`src/rtl/n1_sagu_seq_if.sv`:
```
// Signal bundle between the flow controller, the SAGU sequencer and the DSP pointer datapath.
// Probe outputs are present only when N1_SAGU_SEQ_HWM_EN is defined.
interface n1_sagu_seq_if #(
    parameter int SP_WIDTH = 12
);
    // Handshake: the requester raises fc2sagu_req_i with the command fields stable and
    // holds them until sagu2fc_ack_o pulses for exactly one cycle; the command completes
    // on that cycle, and req still high in the following cycle starts a new command.
    logic                fc2sagu_req_i;
    logic                sagu2fc_ack_o;
    logic [1:0]          fc2sagu_ps_op_i;
    logic [SP_WIDTH-1:0] fc2sagu_ps_offs_i;
    logic [SP_WIDTH-1:0] fc2sagu_ps_val_i;
    logic [1:0]          fc2sagu_rs_op_i;
    logic [SP_WIDTH-1:0] fc2sagu_rs_offs_i;
    logic [SP_WIDTH-1:0] fc2sagu_rs_val_i;
    logic                fc2sagu_err_clr_i;
    logic                sagu2fc_ps_of_o;
    logic                sagu2fc_ps_uf_o;
    logic                sagu2fc_rs_of_o;
    logic                sagu2fc_rs_uf_o;

    logic                sagu2dsp_psp_hold_o;
    logic                sagu2dsp_rsp_hold_o;
    logic                sagu2dsp_psp_op_sel_o;
    logic                sagu2dsp_rsp_op_sel_o;
    logic [SP_WIDTH-1:0] sagu2dsp_psp_offs_o;
    logic [SP_WIDTH-1:0] sagu2dsp_rsp_offs_o;
    logic [SP_WIDTH-1:0] sagu2dsp_psp_load_val_o;
    logic [SP_WIDTH-1:0] sagu2dsp_rsp_load_val_o;
    logic [SP_WIDTH-1:0] dsp2sagu_psp_next_i;
    logic [SP_WIDTH-1:0] dsp2sagu_rsp_next_i;
`ifdef N1_SAGU_SEQ_HWM_EN
    logic [SP_WIDTH-1:0] prb_sagu_ps_hwm_o;
    logic [SP_WIDTH-1:0] prb_sagu_rs_hwm_o;
`endif

    modport master (
        input  fc2sagu_req_i, fc2sagu_ps_op_i, fc2sagu_ps_offs_i, fc2sagu_ps_val_i,
        input  fc2sagu_rs_op_i, fc2sagu_rs_offs_i, fc2sagu_rs_val_i, fc2sagu_err_clr_i,
        input  dsp2sagu_psp_next_i, dsp2sagu_rsp_next_i,
        output sagu2fc_ack_o, sagu2fc_ps_of_o, sagu2fc_ps_uf_o, sagu2fc_rs_of_o, sagu2fc_rs_uf_o,
        output sagu2dsp_psp_hold_o, sagu2dsp_rsp_hold_o,
        output sagu2dsp_psp_op_sel_o, sagu2dsp_rsp_op_sel_o,
        output sagu2dsp_psp_offs_o, sagu2dsp_rsp_offs_o,
        output sagu2dsp_psp_load_val_o, sagu2dsp_rsp_load_val_o
`ifdef N1_SAGU_SEQ_HWM_EN
        ,
        output prb_sagu_ps_hwm_o, prb_sagu_rs_hwm_o
`endif
    );

    modport slave (
        output fc2sagu_req_i, fc2sagu_ps_op_i, fc2sagu_ps_offs_i, fc2sagu_ps_val_i,
        output fc2sagu_rs_op_i, fc2sagu_rs_offs_i, fc2sagu_rs_val_i, fc2sagu_err_clr_i,
        output dsp2sagu_psp_next_i, dsp2sagu_rsp_next_i,
        input  sagu2fc_ack_o, sagu2fc_ps_of_o, sagu2fc_ps_uf_o, sagu2fc_rs_of_o, sagu2fc_rs_uf_o,
        input  sagu2dsp_psp_hold_o, sagu2dsp_rsp_hold_o,
        input  sagu2dsp_psp_op_sel_o, sagu2dsp_rsp_op_sel_o,
        input  sagu2dsp_psp_offs_o, sagu2dsp_rsp_offs_o,
        input  sagu2dsp_psp_load_val_o, sagu2dsp_rsp_load_val_o
`ifdef N1_SAGU_SEQ_HWM_EN
        ,
        input  prb_sagu_ps_hwm_o, prb_sagu_rs_hwm_o
`endif
    );
endinterface

```
`src/rtl/n1_sagu_seq.sv`:
```
// Stack address sequencer: bounds-checks PSP/RSP commands and issues one-cycle DSP updates.
// Optional high-water-mark probes are built when N1_SAGU_SEQ_HWM_EN is defined.
module n1_sagu_seq #(
    parameter int                  SP_WIDTH = 12,
    parameter logic [SP_WIDTH-1:0] PS_BASE  = 12'h000,
    parameter logic [SP_WIDTH-1:0] PS_LIMIT = 12'h7FF,
    parameter logic [SP_WIDTH-1:0] RS_BASE  = 12'h800,
    parameter logic [SP_WIDTH-1:0] RS_LIMIT = 12'hFFF
) (
    input  logic          clk_i,
    input  logic          sync_rst_i,
    n1_sagu_seq_if.master bus,
    output logic [1:0]    dbg_state_o
);

    // Two guard bits keep next+offs exact over the full operand range (no wrap into the sign).
    localparam int CW = SP_WIDTH + 2;

    localparam logic [1:0] OP_ADD  = 2'b01;
    localparam logic [1:0] OP_LOAD = 2'b10;
    localparam logic [1:0] OP_RST  = 2'b11;

    typedef enum logic [1:0] {
        ST_IDLE  = 2'd0,
        ST_CHECK = 2'd1,
        ST_ISSUE = 2'd2
    } state_t;

    state_t r_state;
    state_t w_next_state;

    logic [1:0]          r_ps_op;
    logic [SP_WIDTH-1:0] r_ps_offs;
    logic [SP_WIDTH-1:0] r_ps_val;
    logic [1:0]          r_rs_op;
    logic [SP_WIDTH-1:0] r_rs_offs;
    logic [SP_WIDTH-1:0] r_rs_val;

    logic                r_ps_upd;
    logic                r_ps_of_det;
    logic                r_ps_uf_det;
    logic [SP_WIDTH-1:0] r_ps_new;
    logic                r_rs_upd;
    logic                r_rs_of_det;
    logic                r_rs_uf_det;
    logic [SP_WIDTH-1:0] r_rs_new;

    logic r_ps_of;
    logic r_ps_uf;
    logic r_rs_of;
    logic r_rs_uf;

    logic signed [CW-1:0] w_ps_cand;
    logic signed [CW-1:0] w_rs_cand;
    logic                 w_ps_of;
    logic                 w_ps_uf;
    logic                 w_rs_of;
    logic                 w_rs_uf;
    logic                 w_issue;

    function automatic logic signed [CW-1:0] f_cand(
        input logic [1:0]          op,
        input logic [SP_WIDTH-1:0] cur,
        input logic [SP_WIDTH-1:0] offs,
        input logic [SP_WIDTH-1:0] val,
        input logic [SP_WIDTH-1:0] base
    );
        logic signed [CW-1:0] v;
        case (op)
            OP_ADD:  v = $signed({2'b00, cur}) + $signed({{2{offs[SP_WIDTH-1]}}, offs});
            OP_LOAD: v = $signed({2'b00, val});
            OP_RST:  v = $signed({2'b00, base});
            default: v = $signed({2'b00, cur});
        endcase
        return v;
    endfunction

    assign w_ps_cand = f_cand(r_ps_op, bus.dsp2sagu_psp_next_i, r_ps_offs, r_ps_val, PS_BASE);
    assign w_rs_cand = f_cand(r_rs_op, bus.dsp2sagu_rsp_next_i, r_rs_offs, r_rs_val, RS_BASE);

    assign w_ps_uf = (w_ps_cand < $signed({2'b00, PS_BASE}));
    assign w_ps_of = (w_ps_cand > $signed({2'b00, PS_LIMIT}));
    assign w_rs_uf = (w_rs_cand < $signed({2'b00, RS_BASE}));
    assign w_rs_of = (w_rs_cand > $signed({2'b00, RS_LIMIT}));

    assign w_issue     = (r_state == ST_ISSUE);
    assign dbg_state_o = r_state;

    always_ff @(posedge clk_i) begin
        if (!sync_rst_i) begin
            r_state <= ST_IDLE;
        end else begin
            r_state <= w_next_state;
        end
    end

    always_comb begin
        w_next_state = r_state;
        case (r_state)
            ST_IDLE:  if (bus.fc2sagu_req_i) w_next_state = ST_CHECK;
            ST_CHECK: w_next_state = ST_ISSUE;
            ST_ISSUE: w_next_state = ST_IDLE;
            default:  w_next_state = ST_IDLE;
        endcase
    end

    // Command capture in IDLE, legality decision latched at the end of CHECK.
    always_ff @(posedge clk_i) begin
        if (!sync_rst_i) begin
            r_ps_op     <= '0;
            r_ps_offs   <= '0;
            r_ps_val    <= '0;
            r_rs_op     <= '0;
            r_rs_offs   <= '0;
            r_rs_val    <= '0;
            r_ps_upd    <= 1'b0;
            r_ps_of_det <= 1'b0;
            r_ps_uf_det <= 1'b0;
            r_ps_new    <= '0;
            r_rs_upd    <= 1'b0;
            r_rs_of_det <= 1'b0;
            r_rs_uf_det <= 1'b0;
            r_rs_new    <= '0;
        end else begin
            if (r_state == ST_IDLE && bus.fc2sagu_req_i) begin
                r_ps_op   <= bus.fc2sagu_ps_op_i;
                r_ps_offs <= bus.fc2sagu_ps_offs_i;
                r_ps_val  <= bus.fc2sagu_ps_val_i;
                r_rs_op   <= bus.fc2sagu_rs_op_i;
                r_rs_offs <= bus.fc2sagu_rs_offs_i;
                r_rs_val  <= bus.fc2sagu_rs_val_i;
            end
            if (r_state == ST_CHECK) begin
                r_ps_upd    <= !w_ps_of && !w_ps_uf && (r_ps_op != 2'b00);
                r_ps_of_det <= w_ps_of;
                r_ps_uf_det <= w_ps_uf;
                r_ps_new    <= w_ps_cand[SP_WIDTH-1:0];
                r_rs_upd    <= !w_rs_of && !w_rs_uf && (r_rs_op != 2'b00);
                r_rs_of_det <= w_rs_of;
                r_rs_uf_det <= w_rs_uf;
                r_rs_new    <= w_rs_cand[SP_WIDTH-1:0];
            end
        end
    end

    always_comb begin
        bus.sagu2fc_ack_o           = w_issue;
        bus.sagu2dsp_psp_hold_o     = 1'b1;
        bus.sagu2dsp_psp_op_sel_o   = 1'b0;
        bus.sagu2dsp_psp_offs_o     = '0;
        bus.sagu2dsp_psp_load_val_o = '0;
        bus.sagu2dsp_rsp_hold_o     = 1'b1;
        bus.sagu2dsp_rsp_op_sel_o   = 1'b0;
        bus.sagu2dsp_rsp_offs_o     = '0;
        bus.sagu2dsp_rsp_load_val_o = '0;
        if (w_issue && r_ps_upd) begin
            bus.sagu2dsp_psp_hold_o = 1'b0;
            if (r_ps_op == OP_ADD) begin
                bus.sagu2dsp_psp_offs_o = r_ps_offs;
            end else begin
                bus.sagu2dsp_psp_op_sel_o   = 1'b1;
                bus.sagu2dsp_psp_load_val_o = r_ps_new;
            end
        end
        if (w_issue && r_rs_upd) begin
            bus.sagu2dsp_rsp_hold_o = 1'b0;
            if (r_rs_op == OP_ADD) begin
                bus.sagu2dsp_rsp_offs_o = r_rs_offs;
            end else begin
                bus.sagu2dsp_rsp_op_sel_o   = 1'b1;
                bus.sagu2dsp_rsp_load_val_o = r_rs_new;
            end
        end
    end

    // Sticky flags: a set in the ISSUE cycle overrides a simultaneous clear.
    always_ff @(posedge clk_i) begin
        if (!sync_rst_i) begin
            r_ps_of <= 1'b0;
            r_ps_uf <= 1'b0;
            r_rs_of <= 1'b0;
            r_rs_uf <= 1'b0;
        end else begin
            r_ps_of <= (r_ps_of && !bus.fc2sagu_err_clr_i) || (w_issue && r_ps_of_det);
            r_ps_uf <= (r_ps_uf && !bus.fc2sagu_err_clr_i) || (w_issue && r_ps_uf_det);
            r_rs_of <= (r_rs_of && !bus.fc2sagu_err_clr_i) || (w_issue && r_rs_of_det);
            r_rs_uf <= (r_rs_uf && !bus.fc2sagu_err_clr_i) || (w_issue && r_rs_uf_det);
        end
    end

    assign bus.sagu2fc_ps_of_o = r_ps_of;
    assign bus.sagu2fc_ps_uf_o = r_ps_uf;
    assign bus.sagu2fc_rs_of_o = r_rs_of;
    assign bus.sagu2fc_rs_uf_o = r_rs_uf;

`ifdef N1_SAGU_SEQ_HWM_EN
    logic [SP_WIDTH-1:0] r_ps_hwm;
    logic [SP_WIDTH-1:0] r_rs_hwm;

    always_ff @(posedge clk_i) begin
        if (!sync_rst_i) begin
            r_ps_hwm <= PS_BASE;
            r_rs_hwm <= RS_BASE;
        end else begin
            if (w_issue && r_ps_upd && (r_ps_new > r_ps_hwm)) r_ps_hwm <= r_ps_new;
            if (w_issue && r_rs_upd && (r_rs_new > r_rs_hwm)) r_rs_hwm <= r_rs_new;
        end
    end

    assign bus.prb_sagu_ps_hwm_o = r_ps_hwm;
    assign bus.prb_sagu_rs_hwm_o = r_rs_hwm;
`endif

endmodule

```
`src/flat_wrapper.sv`:
```
// flat-port wrapper written by rule: the top's interface ports become plain ports
module n1_sagu_seq_flat 
#(
    parameter int                  SP_WIDTH = 12,
    parameter logic [SP_WIDTH-1:0] PS_BASE  = 12'h000,
    parameter logic [SP_WIDTH-1:0] PS_LIMIT = 12'h7FF,
    parameter logic [SP_WIDTH-1:0] RS_BASE  = 12'h800,
    parameter logic [SP_WIDTH-1:0] RS_LIMIT = 12'hFFF
)
  (clk_i, sync_rst_i, dbg_state_o, bus_fc2sagu_req_i, bus_fc2sagu_ps_op_i, bus_fc2sagu_ps_offs_i, bus_fc2sagu_ps_val_i, bus_fc2sagu_rs_op_i, bus_fc2sagu_rs_offs_i, bus_fc2sagu_rs_val_i, bus_fc2sagu_err_clr_i, bus_dsp2sagu_psp_next_i, bus_dsp2sagu_rsp_next_i, bus_sagu2fc_ack_o, bus_sagu2fc_ps_of_o, bus_sagu2fc_ps_uf_o, bus_sagu2fc_rs_of_o, bus_sagu2fc_rs_uf_o, bus_sagu2dsp_psp_hold_o, bus_sagu2dsp_rsp_hold_o, bus_sagu2dsp_psp_op_sel_o, bus_sagu2dsp_rsp_op_sel_o, bus_sagu2dsp_psp_offs_o, bus_sagu2dsp_rsp_offs_o, bus_sagu2dsp_psp_load_val_o, bus_sagu2dsp_rsp_load_val_o);
  n1_sagu_seq_if #(.SP_WIDTH(SP_WIDTH)) bus_i ();
  input  logic clk_i;
  input  logic sync_rst_i;
  output logic [1:0] dbg_state_o;
  input wire logic [$bits(bus_i.fc2sagu_req_i)-1:0] bus_fc2sagu_req_i;
  input wire logic [$bits(bus_i.fc2sagu_ps_op_i)-1:0] bus_fc2sagu_ps_op_i;
  input wire logic [$bits(bus_i.fc2sagu_ps_offs_i)-1:0] bus_fc2sagu_ps_offs_i;
  input wire logic [$bits(bus_i.fc2sagu_ps_val_i)-1:0] bus_fc2sagu_ps_val_i;
  input wire logic [$bits(bus_i.fc2sagu_rs_op_i)-1:0] bus_fc2sagu_rs_op_i;
  input wire logic [$bits(bus_i.fc2sagu_rs_offs_i)-1:0] bus_fc2sagu_rs_offs_i;
  input wire logic [$bits(bus_i.fc2sagu_rs_val_i)-1:0] bus_fc2sagu_rs_val_i;
  input wire logic [$bits(bus_i.fc2sagu_err_clr_i)-1:0] bus_fc2sagu_err_clr_i;
  input wire logic [$bits(bus_i.dsp2sagu_psp_next_i)-1:0] bus_dsp2sagu_psp_next_i;
  input wire logic [$bits(bus_i.dsp2sagu_rsp_next_i)-1:0] bus_dsp2sagu_rsp_next_i;
  output wire logic [$bits(bus_i.sagu2fc_ack_o)-1:0] bus_sagu2fc_ack_o;
  output wire logic [$bits(bus_i.sagu2fc_ps_of_o)-1:0] bus_sagu2fc_ps_of_o;
  output wire logic [$bits(bus_i.sagu2fc_ps_uf_o)-1:0] bus_sagu2fc_ps_uf_o;
  output wire logic [$bits(bus_i.sagu2fc_rs_of_o)-1:0] bus_sagu2fc_rs_of_o;
  output wire logic [$bits(bus_i.sagu2fc_rs_uf_o)-1:0] bus_sagu2fc_rs_uf_o;
  output wire logic [$bits(bus_i.sagu2dsp_psp_hold_o)-1:0] bus_sagu2dsp_psp_hold_o;
  output wire logic [$bits(bus_i.sagu2dsp_rsp_hold_o)-1:0] bus_sagu2dsp_rsp_hold_o;
  output wire logic [$bits(bus_i.sagu2dsp_psp_op_sel_o)-1:0] bus_sagu2dsp_psp_op_sel_o;
  output wire logic [$bits(bus_i.sagu2dsp_rsp_op_sel_o)-1:0] bus_sagu2dsp_rsp_op_sel_o;
  output wire logic [$bits(bus_i.sagu2dsp_psp_offs_o)-1:0] bus_sagu2dsp_psp_offs_o;
  output wire logic [$bits(bus_i.sagu2dsp_rsp_offs_o)-1:0] bus_sagu2dsp_rsp_offs_o;
  output wire logic [$bits(bus_i.sagu2dsp_psp_load_val_o)-1:0] bus_sagu2dsp_psp_load_val_o;
  output wire logic [$bits(bus_i.sagu2dsp_rsp_load_val_o)-1:0] bus_sagu2dsp_rsp_load_val_o;
  assign bus_i.fc2sagu_req_i = bus_fc2sagu_req_i;
  assign bus_i.fc2sagu_ps_op_i = bus_fc2sagu_ps_op_i;
  assign bus_i.fc2sagu_ps_offs_i = bus_fc2sagu_ps_offs_i;
  assign bus_i.fc2sagu_ps_val_i = bus_fc2sagu_ps_val_i;
  assign bus_i.fc2sagu_rs_op_i = bus_fc2sagu_rs_op_i;
  assign bus_i.fc2sagu_rs_offs_i = bus_fc2sagu_rs_offs_i;
  assign bus_i.fc2sagu_rs_val_i = bus_fc2sagu_rs_val_i;
  assign bus_i.fc2sagu_err_clr_i = bus_fc2sagu_err_clr_i;
  assign bus_i.dsp2sagu_psp_next_i = bus_dsp2sagu_psp_next_i;
  assign bus_i.dsp2sagu_rsp_next_i = bus_dsp2sagu_rsp_next_i;
  assign bus_sagu2fc_ack_o = bus_i.sagu2fc_ack_o;
  assign bus_sagu2fc_ps_of_o = bus_i.sagu2fc_ps_of_o;
  assign bus_sagu2fc_ps_uf_o = bus_i.sagu2fc_ps_uf_o;
  assign bus_sagu2fc_rs_of_o = bus_i.sagu2fc_rs_of_o;
  assign bus_sagu2fc_rs_uf_o = bus_i.sagu2fc_rs_uf_o;
  assign bus_sagu2dsp_psp_hold_o = bus_i.sagu2dsp_psp_hold_o;
  assign bus_sagu2dsp_rsp_hold_o = bus_i.sagu2dsp_rsp_hold_o;
  assign bus_sagu2dsp_psp_op_sel_o = bus_i.sagu2dsp_psp_op_sel_o;
  assign bus_sagu2dsp_rsp_op_sel_o = bus_i.sagu2dsp_rsp_op_sel_o;
  assign bus_sagu2dsp_psp_offs_o = bus_i.sagu2dsp_psp_offs_o;
  assign bus_sagu2dsp_rsp_offs_o = bus_i.sagu2dsp_rsp_offs_o;
  assign bus_sagu2dsp_psp_load_val_o = bus_i.sagu2dsp_psp_load_val_o;
  assign bus_sagu2dsp_rsp_load_val_o = bus_i.sagu2dsp_rsp_load_val_o;
  n1_sagu_seq #(.SP_WIDTH(SP_WIDTH), .PS_BASE(PS_BASE), .PS_LIMIT(PS_LIMIT), .RS_BASE(RS_BASE), .RS_LIMIT(RS_LIMIT)) u_core (.clk_i(clk_i), .sync_rst_i(sync_rst_i), .bus(bus_i), .dbg_state_o(dbg_state_o));
endmodule
```
`config.mk`:
```
export PLATFORM = sky130hd
export DESIGN_NAME = n1_sagu_seq_flat
export DESIGN_NICKNAME = d
export VERILOG_FILES = /design/src/rtl/n1_sagu_seq_if.sv /design/src/rtl/n1_sagu_seq.sv /design/src/flat_wrapper.sv
export SDC_FILE = /design/constraint.sdc
export NUM_CORES = 1
export LEC_CHECK = 0
export CAP_MARGIN = 20
export CORE_ASPECT_RATIO = 1.5
export CORE_UTILIZATION = 42
export CTS_CLUSTER_SIZE = 14
export DETAILED_ROUTE_END_ITERATION = 7
export PLACE_DENSITY = 0.67
export SLEW_MARGIN = 20
export SYNTH_ARGS = -nofsm -noshare
export SYNTH_HDL_FRONTEND = slang
export SYNTH_SLANG_ARGS = --single-unit
```
`constraint.sdc`:
```
create_clock -name clk_i -period 3 [get_ports clk_i]
set_clock_uncertainty 0.2 [all_clocks]
set_input_delay 0.6 -clock clk_i [delete_from_list [all_inputs] [get_ports clk_i]]
set_output_delay 0.6 -clock clk_i [all_outputs]
set_load 0.01 [all_outputs]
```
==> impl_metrics.py <==
metrics = {
    "critical_path": {
        "reg2reg_to": "u_core.r_ps_of_det",
        "reg2reg_depth": 8,
        "start_kind": "input pin",
        "worstSetupPathType": "in2reg",
        "end_kind": "register",
        "critical_path_arrival_ps": 2950,
        "crit_fanout": 4,
        "r2r_slack_ps": 350,
        "crit_start": "bus_dsp2sagu_rsp_next_i[0]",
        "rr_startpoint": "u_core.r_ps_offs[1]",
        "crit_end": "u_core.r_rs_uf_det",
        "critical_path_required_ps": 2990,
    },
    "floorplan": {
        "io_pins": 139,
        "initial_core_util": 0.429,
        "dieHeight_um": 140,
        "core_area_um2": 12400,
        "dieArea_um2": 13200,
        "dieWidth_um": 94.0,
        "num_rows": 50,
    },
    "worst_hold_path": {
        "hold_path.startpoint": "u_core.r_rs_new[11]",
        "hp-class": "reg2reg",
    },
    "layout": {
        "drive_gt1_frac": 0.159,
        "area_growth_syn_to_layout_pct": 44.2,
        "final_nets": 941,
        "nFillCells": 1125,
        "stdcell_count": 994,
        "final_common_cell": "nand2_1",
        "insertedDiodeCount": 0,
        "final_cell_mix": "134 x nand2_1, 132 x clkdlybuf4s50_1, 88 x dfxtp_1, 70 x buf_4, 53 x a21boi_0",
    },
    "sta": {
        "timing.setup.tns_ps": 0,
        "maxSlewViolCount": 0,
        "setup_violations": 0,
        "finalHoldViolations": 0,
        "worst_pin_slew_ps": 795,
        "timing.fmax_ghz": 0.338,
        "max_slew_margin": 0.470,
        "final.min_clock_period_ps": 2960,
        "period_share": 0.985,
    },
    "global_route": {
        "grt_max_degree": 51,
        "grt_pass1_wl_um": 26400,
        "grt_overflow": 0,
        "grt_pass1_vias": 5536,
        "antenna_found_initial": 0,
        "track_usage": 0.260,
    },
    "route": {
        "first_pass_iters": 4,
        "drt_iter0_markers": 184,
        "via_count": 5363,
        "routed_wl_um": 16800,
        "post_drt_wl_per_cell_um": 16.9,
        "ant_nets": 0,
        "via_per_inst": 5.40,
        "drc": 0,
    },
    "yosys": {
        "ys_warn_count": 0,
        "synth-seq-area-share": 0.330,
        "synth_top_area_frac": 0.330,
        "async_reset_ff_frac": 0,
        "synth-main-ff-cell": "dfxtp_1",
        "synth_fp_nets": 761,
        "synth-seq-cells": 88,
        "syn_inst": 653,
        "syn_area_um2": 5340,
        "yosysUniqueCellTypes": 62,
        "synth_top_area_cell": "dfxtp_1",
        "synth_area_leaders": "dfxtp_1 33%, nand2_1 9.4%, a21boi_0 7.5%",
        "synth_edf_count": 0,
        "synth.avg_cell_area_um2": 8.17,
    },
    "clocking": {
        "clk_path_buf_depth": 2,
        "cts_hold_buf": 0,
        "numCtsBuffers": 9,
        "tritoncts": "built",
        "clk_pin_slew_ps": 70,
        "clkLatencyLatePin_ps": 340,
        "cts_sinks": 88,
        "cts_root_buf": "clkbuf_16",
        "htree_levels": 3,
    },
    "power_and_ir_drop": {
        "p_total_mw": 3.16,
        "p_leak_nw": 3.22,
        "power-per-cell-area_nw_per_um2": 410,
        "vdd_drop_max_uv": 279,
    },
    "place": {
        "dp_cells": 972,
        "dpl.hpwl_um": 12600,
        "port_buffers": 138,
        "gp_congestion": 0.909,
    },
    "status": {
        "outcome": "finished, final reports clean",
    },
    "job": {
        "maxCapViolations": 0,
    },
}
-- cells in the mapped netlist (15+ instances only) --
cell,n
a21boi_0,53
a21oi_1,25
and2_1,49
clkbuf_1,32
dfxtp_1,88
ha_1,26
mux2i_1,17
nand2_1,134
nor2_1,28
nor2b_1,18
o211a_1,15
o21ai_0,23
-- power breakdown --
part	internal (mW)	switching (mW)
combinational	0.373	0.349
sequential	1.24	0.0528
clock	0.624	0.517
-- routing by layer --
layer,share of wire,vias to the layer above,track usage
li1,-,2632,-
met1,0.37,2537,0.267
met2,0.55,164,0.490
met3,0.043,30,0.0364
met4,0.034,0,0.145
met5,0,-,0
-- cell families (layout without fill, tap and decap cells) --
group / count (synthesis) / after routing / synth area share
buf+inv: 49 / 234 / 0.0455
fa+ha+maj: 28 / 28 / 0.0684
xor+xnor: 14 / 14 / 0.0230
compound gates: 191 / 191 / 0.262
simple gates: 264 / 264 / 0.235
mux: 19 / 19 / 0.0361
flops: 88 / 88 / 0.330
-- state kept, by name, indices dropped and copies added, names as in the netlist, 2 cells and up --
signal              cells
u_core.r_rs_new        12
u_core.r_ps_val        12
u_core.r_rs_val        12
u_core.r_ps_new        12
u_core.dbg_state_o      2
u_core.r_ps_op          2
u_core.r_rs_offs       12
u_core.r_ps_offs       12
u_core.r_rs_op          2
-- layout make-up --
class,count,area (µm²),share of cell area
Timing Repair Buffer,210,1940,0.252
Inverter,8,30.0,0.00390
Multi-Input combinational cell,516,3470,0.451
Sequential cell,88,1760,0.229
Clock inverter,5,46.3,0.00601
Tap cell,156,195,0.0254
Clock buffer,11,253,0.0328
-- worst max-delay path, stage by stage --
cell and delay (ps):
clkdlybuf4s50_1 500, ha_2 220, inv_1 60, fa_2 360
nor2b_2 150, o31ai_2 100, a211oi_2 270, o21bai_2 130
a311o_1 360, nand3_1 110, a31oi_1 80
-- worst min path at each step --
| stage | endpoint | depth (start not counted) |
|---|---|---|
| 2_1_floorplan | u_core.r_ps_upd | 2 |
| 3_3_place_gp | u_core.r_rs_new[11] | 2 |
| 3_5_place_dp | u_core.r_rs_new[11] | 2 |
| 4_1_cts | u_core.r_rs_new[11] | 2 |
| 5_1_grt | u_core.r_ps_new[9] | 2 |
| 6_report | u_core.r_rs_new[11] | 2 |
-- repair_timing --
action	CTS	global route
resized for setup	5	33
endpoints found under the hold margin	0	0
endpoints found under the setup margin	2	37
gates cloned	0	1
pin swaps	4	14
setup buffers	1	4
-- metrics by stage --
stage	hold WS, ps	cell area, µm²	setup slack [ps]	utilization
after global placement	243	7210	-396	0.579
after detailed placement	253	7210	-435	0.579
after floorplan	224	5340	104	-
final	261	7700	44.4	0.618
after global routing	282	7700	-69.5	0.618
after CTS	264	7550	2.72	0.607
(Power assumes the default switching activity.)
